### config.mk
export PLATFORM = sky130hd
export DESIGN_NAME = instr_fetch
export DESIGN_NICKNAME = d
export VERILOG_FILES = /design/src/rtl/instr_fetch.sv
export SDC_FILE = /design/constraint.sdc
export NUM_CORES = 1
export LEC_CHECK = 0
export CORE_MARGIN = 2
export CORE_UTILIZATION = 30
export DETAILED_ROUTE_END_ITERATION = 12
export SLEW_MARGIN = 30
export SYNTH_ARGS = -nofsm -noshare
export SYNTH_HDL_FRONTEND = slang
export SYNTH_SLANG_ARGS = --single-unit
### constraint.sdc
create_clock -name clk -period 14.6 [get_ports clk]
set_clock_uncertainty 0.05 [all_clocks]
set_input_delay 4.38 -clock clk [delete_from_list [all_inputs] [get_ports clk]]
set_output_delay 4.38 -clock clk [all_outputs]
set_load 0.02 [all_outputs]
### src/rtl/instr_fetch.sv
// Instruction fetch stage: PC register, BOOT/RUN/HALT control and the IF/ID pipeline register.
// Defining FETCH_CNT_EN adds a counter of valid IF/ID loads on FetchCnt; otherwise FetchCnt is tied to 0.
module instr_fetch #(
   parameter int BITS_DATA = 32,
   parameter int BITS_ADDR = 5,
   parameter int LAST_ADDR = 23
) (
   input  logic                 clk,
   input  logic                 reset,
   input  logic                 StallF,
   input  logic                 StallD,
   input  logic                 FlushD,
   input  logic                 PCSrcE,
   input  logic [31:0]          PCTargetE,
   output logic [BITS_ADDR-1:0] AddrF,
   input  logic [BITS_DATA-1:0] InstrF,
   output logic [31:0]          PCF,
   output logic [31:0]          PCD,
   output logic [31:0]          PCPlus4D,
   output logic [BITS_DATA-1:0] InstrD,
   output logic                 ValidD,
   output logic                 HaltF,
   output logic [31:0]          FetchCnt,
   output logic [1:0]           o_dbg_state
);

   localparam logic [1:0]  S_BOOT    = 2'd0;
   localparam logic [1:0]  S_RUN     = 2'd1;
   localparam logic [1:0]  S_HALT    = 2'd2;
   localparam logic [31:0] LAST_WORD = 32'(LAST_ADDR);

   logic [1:0]           r_state;
   logic [31:0]          r_pc;
   logic [BITS_DATA-1:0] r_instr_d;
   logic [31:0]          r_pc_d;
   logic [31:0]          r_pc4_d;
   logic                 r_valid_d;

   logic [31:0] w_target;
   logic [31:0] w_pc_plus4;
   logic        w_tgt_beyond;
   logic        w_at_last;
   logic        w_capture;
   logic [31:0] w_next_pc;
   logic [1:0]  w_next_state;

   assign w_target     = PCTargetE & ~32'd3;
   assign w_pc_plus4   = r_pc + 32'd4;
   assign w_tgt_beyond = (w_target >> 2) > LAST_WORD;
   assign w_at_last    = (r_pc >> 2) >= LAST_WORD;
   assign w_capture    = (r_state == S_RUN) && !FlushD && !StallD;

   // Redirect beats stall beats sequential advance; a redirect past the image halts fetch.
   always_comb begin
      w_next_pc    = r_pc;
      w_next_state = r_state;
      case (r_state)
         S_BOOT: w_next_state = S_RUN;
         S_RUN: begin
            if (PCSrcE) begin
               w_next_pc    = w_target;
               w_next_state = w_tgt_beyond ? S_HALT : S_RUN;
            end else if (!StallF) begin
               if (w_at_last) begin
                  w_next_state = S_HALT;
               end else begin
                  w_next_pc = w_pc_plus4;
               end
            end
         end
         S_HALT: begin
            if (PCSrcE) begin
               w_next_pc    = w_target;
               w_next_state = w_tgt_beyond ? S_HALT : S_RUN;
            end
         end
         default: w_next_state = S_BOOT;
      endcase
   end

   always_ff @(posedge clk or posedge reset) begin
      if (reset) begin
         r_state <= S_BOOT;
         r_pc    <= '0;
      end else begin
         r_state <= w_next_state;
         r_pc    <= w_next_pc;
      end
   end

   // Flush wins over stall; outside RUN the register fills with bubbles.
   always_ff @(posedge clk or posedge reset) begin
      if (reset) begin
         r_instr_d <= '0;
         r_pc_d    <= '0;
         r_pc4_d   <= '0;
         r_valid_d <= 1'b0;
      end else if (FlushD || (!StallD && !w_capture)) begin
         r_instr_d <= '0;
         r_pc_d    <= '0;
         r_pc4_d   <= '0;
         r_valid_d <= 1'b0;
      end else if (w_capture) begin
         r_instr_d <= InstrF;
         r_pc_d    <= r_pc;
         r_pc4_d   <= w_pc_plus4;
         r_valid_d <= 1'b1;
      end
   end

`ifdef FETCH_CNT_EN
   logic [31:0] r_fetch_cnt;

   always_ff @(posedge clk or posedge reset) begin
      if (reset) begin
         r_fetch_cnt <= '0;
      end else if (w_capture) begin
         r_fetch_cnt <= r_fetch_cnt + 32'd1;
      end
   end

   assign FetchCnt = r_fetch_cnt;
`else
   assign FetchCnt = '0;
`endif

   assign AddrF       = r_pc[BITS_ADDR+1:2];
   assign PCF         = r_pc;
   assign PCD         = r_pc_d;
   assign PCPlus4D    = r_pc4_d;
   assign InstrD      = r_instr_d;
   assign ValidD      = r_valid_d;
   assign HaltF       = (r_state == S_HALT);
   assign o_dbg_state = r_state;

endmodule

# Word level (Yosys, flattened, before mapping)
# Index checks and enable logic that the tools add are counted.
# totals
latchBits	0
mem_count	0
reg_bits	131
elab_cells	46
output_inout_bits	169
mem_bits_rw	0
mem_bits_ro	0
# op_classes
shifts	0
mux	19
n_div	0
n_lt_le_gt_ge	2
mul	0
bitwise_logic	0
add_sub_neg	1
n_reduce_logical	12
eq_ne	6
# op_table
operator	count
$mux 32	10
$pmux 32 s2	1
$add 32x3->32 const B	1
$ge 30x5->1 const B	1
$gt 30x5->1 const B	1
$mux 2	5
$ne 3x3->1 const B	3
$pmux 2 s3	1
$reduce_and 4->1	1
$reduce_bool 2->1	2
$logic_and 1x1->1	3
$logic_not 1->1	3
$reduce_and 3->1	1
$eq 2x1->1 const B	1
$eq 2x2->1 const B	1
$logic_not 2->1	1
$mux 1	2
$ne 2x2->1 const B	1
$logic_or 1x1->1	1

# Longest topological paths before layout
# Gate-level depths: netlist (run 1).
# depth
ltp_word	7
depth_mapped	7
mapped_depth_nobuf	6

# Least setup slack after synthesis (run 1)
# No wires, ideal clock.
# synth_path
path_type	input to register
start	input port PCSrcE
end	register r_pc[18], in the netlist PCF[18]
cell_stages	4
setup_slack_ns	9.115
path_buffers	1
arrival_time_ns	5.300
path_cell_list	o21ai_1 o41a_1 clkbuf_1 o21ai_0
# synth_between
elab_chain_cells	2
word_cells_on_any_way	6
cone_classes	3 x eq/ne; 2 x mux; 1 x reduce/logical
# synth_rtl
element	line_no	text
from (decl)	13	input logic PCSrcE,
$ne 3x3->1 (no source line) (tied with other cells)	n/a	
$reduce_and 4->1 (no source line) or $pmux 32 s2 (tied branches)	n/a	
to (signal assigned)	87	r_pc <= w_next_pc;
to (decl)	33	logic [31:0] r_pc;
# Several ways; a longest one is shown, not always the timed one.
# A chain may end at the register's enable or synchronous reset.

# Worst setup path after layout (run 1)
# layout_path
start	register r_state[0], in the netlist o_dbg_state[0]
end	output port HaltF
# layout_between
elab_chain_cells	1
# layout_rtl
element	line_no	text
from (decl)	32	logic [1:0] r_state;
from (signal assigned)	86	r_state <= w_next_state;
$eq 2x2->1	133	assign HaltF = (r_state == S_HALT);
to (decl)	22	output logic HaltF,
# Every way passes these cells.

==> results of run 1 <==
==> worst reg2reg max path, cell delays in order, from the launching register on <==
cell      delay (ns)
dfrtp_1         0.51
ha_1            0.36
nand4b_1        0.15
nand4_2         0.16
o41a_2          0.75
or3_1           0.45
o211ai_2        0.07
==> report_power, final <==
part           leakage, nW  internal, mW  switching (mW)
clock network        0.304         0.298           0.144
logic                 1.60         0.226           0.268
registers             1.67         0.412           0.122
total                 3.57         0.935           0.533
==> layer usage <==
layer | up-vias | track usage [%] | part of all wire [%]
met5 | - | 0 | 0
met4 | 0 | 4.334 | 0.82
met3 | 15 | 5.332 | 7.7
met2 | 220 | 27.84 | 45
met1 | 2453 | 24.94 | 46
li1 | 2289 | - | -
==> worst paths after layout <==
| check | start | endpoint | slack, ns | cells after the start |
|---|---|---|---|---|
| worst max-delay path | o_dbg_state[0] | HaltF | 8.25 | 2 |
| worst min-delay path | ValidD | ValidD | 0.43 | 2 |
| worst max register to register | PCF[2] | PCF[2] | 12.02 | 6 |
| worst min register to register | ValidD | ValidD | 0.43 | 2 |
| max in group asynchronous | reset | PCF[26] | 9.00 | 3 |
| min in group asynchronous | reset | InstrD[13] | 4.42 | 2 |
==> final cells by class <==
class	instances	area, sq um	area share, %
Sequential cell	125	3128	36.99
Multi-Input combinational cell	389	2341	27.69
Timing Repair Buffer	203	2023	23.93
Clock buffer	24	481.7	5.697
Tap cell	260	325.3	3.847
Clock inverter	7	135.1	1.598
Inverter	5	21.27	0.2516
==> kinds of logic (layout without fill, tap and decap cells) <==
| logic type | Yosys count | count (layout) | share of synthesized area [%] |
|---|---|---|---|
| AO/OA/AOI/OAI | 147 | 147 | 18.23 |
| XOR/XNOR | 27 | 27 | 4.058 |
| adder cells (fa/ha/maj) | 1 | 1 | 0.2147 |
| buffers and inverters | 89 | 239 | 8.782 |
| flip-flops | 125 | 125 | 53.68 |
| other | 1 | 38 | 0.06436 |
| AND/OR/NAND/NOR | 176 | 176 | 14.97 |
==> registers in the layout, indices dropped and copies added (netlist names) <==
| name | flops |
|---|---|
| PCPlus4D | 30 |
| InstrD | 32 |
| PCD | 30 |
| ValidD | 1 |
| o_dbg_state | 2 |
| PCF | 30 |
==> per-stage QoR <==
stage	hold slack (ns)	instance area (sq um)	total power, mW
6_report	0.4279	8456	1.469
5_1_grt	0.4598	8456	1.547
4_1_cts	0.4315	8452	1.488
3_5_place_dp	0.4175	7835	1.036
3_3_place_gp	0.4170	7833	1.028
2_1_floorplan	0.5400	5966	0.8010
==> layout by cell type, fill, tap and decap left out, types with 8 or more instances in the layout <==
cell             instances
a21oi_1                 12
nor2_1                  22
nor4_1                  13
o21ai_0                 47
conb_1                  38
clkdlybuf4s50_1        198
nor3_1                  10
nand2_1                 84
clkbuf_16               17
xnor2_1                 18
a22o_1                  61
xor2_1                   9
nand4_1                  8
dfrtp_1                125
==> impl_metrics.yaml, run 1 <==
run_status:
  status: "completed"
cts:
  ctsHoldBuffers: 0
  cts_max_path_buffers: 2
  cts.htree.levels: 4
  cts.clk_slew.worst_paths_ns: 0.05
  clock_sinks: 125
  clk_latency_ns: 0.41
  tritoncts: "yes"
  post-cts-setup-buffers: 0
  cts_resized: 0
  cts_buffers: 17
  clockRootBuffer: "clkbuf_16"
route:
  drc: 0
  wirelength_mm: 18.46
  avgViaCountPerCell: 4.913
  firstDrtPassIters: 4
  via_count: 4977
  antenna_left: 0
  drt_iter0_markers: 249
  wl_per_cell_um: 18.22
critical_path:
  cp_top_family: "buffers and inverters"
  cp_slowest_cell: "clkdlybuf4s50_1"
  critical_path_buf_inv_count: 1
  cp.required_ns: 10.17
  cpPeakStageDelay_ns: 0.70
  crit_fanout: 6
  crit_chain: "nor2b_1, clkdlybuf4s50_1"
  critPathLaunchType: "register"
  end_kind: "output port"
  crit_type: "reg2out"
  cp.arrival_ns: 1.92
global_route:
  grt_use_total_pct: 18.03
  antenna_found_initial: 0
  grt_pass1_wl_mm: 28.17
  grt_max_degree: 71
  grt_pass1_vias: 4842
  grt.overflow.total: 0
timing:
  final-setup-viol-count: 0
  max_freq_mhz: 157.4
  tightest_slew_ns: 0.7125
  setup_ws_ns: 8.245
  tns_ns: 0
  post-route-min-period_ns: 6.355
  max_slew_margin_pct: 52.50
  hold_violations: 0
  period_share_pct: 43.53
  report.final.slew_viol_count: 0
  rsz0062_at_grt: "no"
cells_and_area:
  final_nets: 812
  antenna_cells: 0
  utilization_pct: 44.76
  final_cells: 1013
  area_delta_synth_final_pct: 45.11
  nFillCells: 1816
  drive_above_1_share_pct: 6.375
yosys:
  synth-edff-count: 0
  synth.most_common_cell: "dfrtp_1"
  synthTopCellsByArea: "dfrtp_1 (54%), a22o_1 (9.2%), buf_4 (5.5%)"
  synth-main-ff-cell: "dfrtp_1"
  async_reset_ff_share_pct: 100.0
  yosys_register_bits: 125
  ys_warn_count: 0
  synth.top_cell.area_share_pct: 53.68
  ys_top_cells_by_count: "dfrtp_1 (125), nand2_1 (84), a22o_1 (61)"
  synthCells: 566
  ys_types: 48
  yosys.area.top_type: "dfrtp_1"
  synth_area_sq_um: 5827
  synth_area_per_cell_sq_um: 10.29
  ys_seq_area_share_pct: 53.68
die:
  start_util_pct: 30.84
  dieHeight_um: 143.4
  rows: 50
  boundaryPins: 239
  dieArea_sq_um: 20550
  core_sq_um: 18890
  fp.dieW_um: 143.4
worst_hold_path:
  worstHoldPathType: "reg2reg"
flow_run:
  cap_viol_max_count: 0
placed_design:
  dpl.hpwl_mm: 13.41
  place_ws_ns: 7.919
  gp_congestion: 0.8173
  portBuffers: 198
  placedCellCount: 982
pwr:
  leakage_nw: 3.568
  power_density_nw_per_um2: 173.7
  ir_drop_mv: 0.08671
Note: power is estimated with default switching activity, not from simulation.
==> run 2, diff against run 1 <==
==> constraint.sdc (replaced) <==
create_clock -name clk -period 5.4 [get_ports clk]
set_clock_uncertainty 0.05 [all_clocks]
set_input_delay 1.62 -clock clk [delete_from_list [all_inputs] [get_ports clk]]
set_output_delay 1.62 -clock clk [all_outputs]
set_load 0.02 [all_outputs]
==> run 2 against run 1 <==
Design area about the same; worst hold slack got worse by 0.00061 ns; die area unchanged; non-clock buffer count increased by 1.
==> impl_metrics.yaml, run 2 (synthesized netlist as in run 1, its figures left out) <==
timing:
  tns_ns: 0
  report.final.slew_viol_count: 0
  final-setup-viol-count: 0
  hold_violations: 0
  holdWs_ns: 0.4273
  max_freq_mhz: 271.6
  tightest_slew_ns: 0.7681
  max_slew_margin_pct: 48.68
  period_share_pct: 68.18
  setup_ws_ns: 1.718
  post-route-min-period_ns: 3.682
  rsz0062_at_grt: "no"
cells_and_area:
  utilization_pct: 44.74
  largest_register_ff_count: 32
  antenna_cells: 0
  final_common_cell: "clkdlybuf4s50_1"
  stdcell_area_sq_um: 8452
  final_cells: 1015
  layout_common_cells: "clkdlybuf4s50_1 (198), dfrtp_1 (125), nand2_1 (84)"
  area_delta_synth_final_pct: 45.05
  final_nets: 813
  drive_above_1_share_pct: 7.020
global_route:
  grt_pass1_vias: 4975
  grt_max_degree: 126
  grt_pass1_wl_mm: 28.56
  antenna_found_initial: 0
  grt_use_total_pct: 18.16
  grt.overflow.total: 0
route:
  firstDrtPassIters: 5
  avgViaCountPerCell: 4.935
  drc: 0
  wl_per_cell_um: 18.32
  wirelength_mm: 18.59
  antenna_left: 0
  via_count: 5009
  drt_iter0_markers: 314
pwr:
  p_clk_share_pct: 28.8
  power.switching_mw: 1.495
  power_density_nw_per_um2: 462.8
  leakage_nw: 3.545
  p_sw_share_pct: 38.21
  ir_drop_mv: 0.2243
  pwr-share-comb_pct: 34.2
  p_seq_share_pct: 37.0
  intPower_mw: 2.417
  power_mw: 3.911
critical_path:
  rr_endpoint: "PCF[2]"
  crit_fanout: 19
  worst-r2r-cell-count: 7
  cp_slowest_cell: "o41a_1"
  critPathLaunchType: "input pin"
  cp.arrival_ns: 3.94
  crit_type: "in2reg"
  end_kind: "register"
  critical_path_buf_inv_count: 2
  cp_top_family: "compound AO/OA/AOI/OAI gates"
  cp.required_ns: 5.65
  timing.rr.start: "PCF[2]"
  crit_chain: "clkdlybuf4s50_1, o21ai_1, o41a_1, buf_4, nor2_1, o2bb2a_1"
  rrSetupSlack_ns: 2.64
  cpPeakStageDelay_ns: 0.71
placed_design:
  place_ws_ns: 1.277
  portBuffers: 198
  placed_area_sq_um: 7866
  gp_congestion: 0.8392
  placedCellCount: 983
  dpl.hpwl_mm: 13.32
run_status:
  status: "completed"
die:
  dieHeight_um: 143.4
  core_sq_um: 18890
  rows: 50
  start_util_pct: 30.84
  boundaryPins: 239
  fp.dieW_um: 143.4
  dieArea_sq_um: 20550
cts:
  tritoncts: "yes"
  cts_buffers: 17
  ctsHoldBuffers: 0
  cts.clk_slew.worst_paths_ns: 0.06
  cts_resized: 0
  clock_sinks: 125
  cts.htree.levels: 4
  clockRootBuffer: "clkbuf_16"
  post-cts-setup-buffers: 0
  cts_max_path_buffers: 2
  clk_latency_ns: 0.43
flow_run:
  cap_viol_max_count: 0
worst_hold_path:
  hold_start: "PCPlus4D[10]"
  holdPathStages: 2
  worstHoldPathType: "reg2reg"
  hold_end: "PCPlus4D[10]"
run 2: how the worst max path moves through the flow:
| stage | startpoint | to | slack (ns) | depth (start not counted) |
|---|---|---|---|---|
| after floorplan | reset | InstrD[0] | 0.40 | 1 |
| final | PCSrcE | PCF[4] | 1.72 | 6 |
| after global routing | PCSrcE | PCF[4] | 1.58 | 6 |
| after detailed placement | PCSrcE | PCF[4] | 1.28 | 6 |
| after CTS | PCSrcE | PCF[4] | 1.72 | 6 |
| after global placement | PCSrcE | PCF[4] | 1.36 | 6 |
run 2: power by group through the flow:
stage	Combinational [mW]	Clock, mW	Sequential [mW]
floorplan	0.658	0	1.51
global placement	1.33	0	1.45
detailed placement	1.34	0	1.46
CTS	1.35	1.16	1.45
global route	1.44	1.20	1.49
finish	1.34	1.13	1.45
run 2: per-layer routing:
metal	vias to the layer above	share of wire, %	GRT usage (%)
li1	2295	-	-
met1	2448	46	24.77
met2	249	45	27.99
met3	17	8.6	4.932
met4	0	1.4	5.934
met5	-	0	0
run 2: area by class of cell:
class,count,area (sq um)
Fill cell,1791,10440
Sequential cell,125,3128
Multi-Input combinational cell,389,2340
Timing Repair Buffer,204,2052
Clock buffer,18,439.2
Tap cell,260,325.3
Clock inverter,14,146.4
Inverter,5,21.27
run 2: worst min-delay path, cell delays in order (launching register included):
cell	delay [ns]
dfrtp_1	0.34
nand2_1	0.05
o21ai_0	0.06
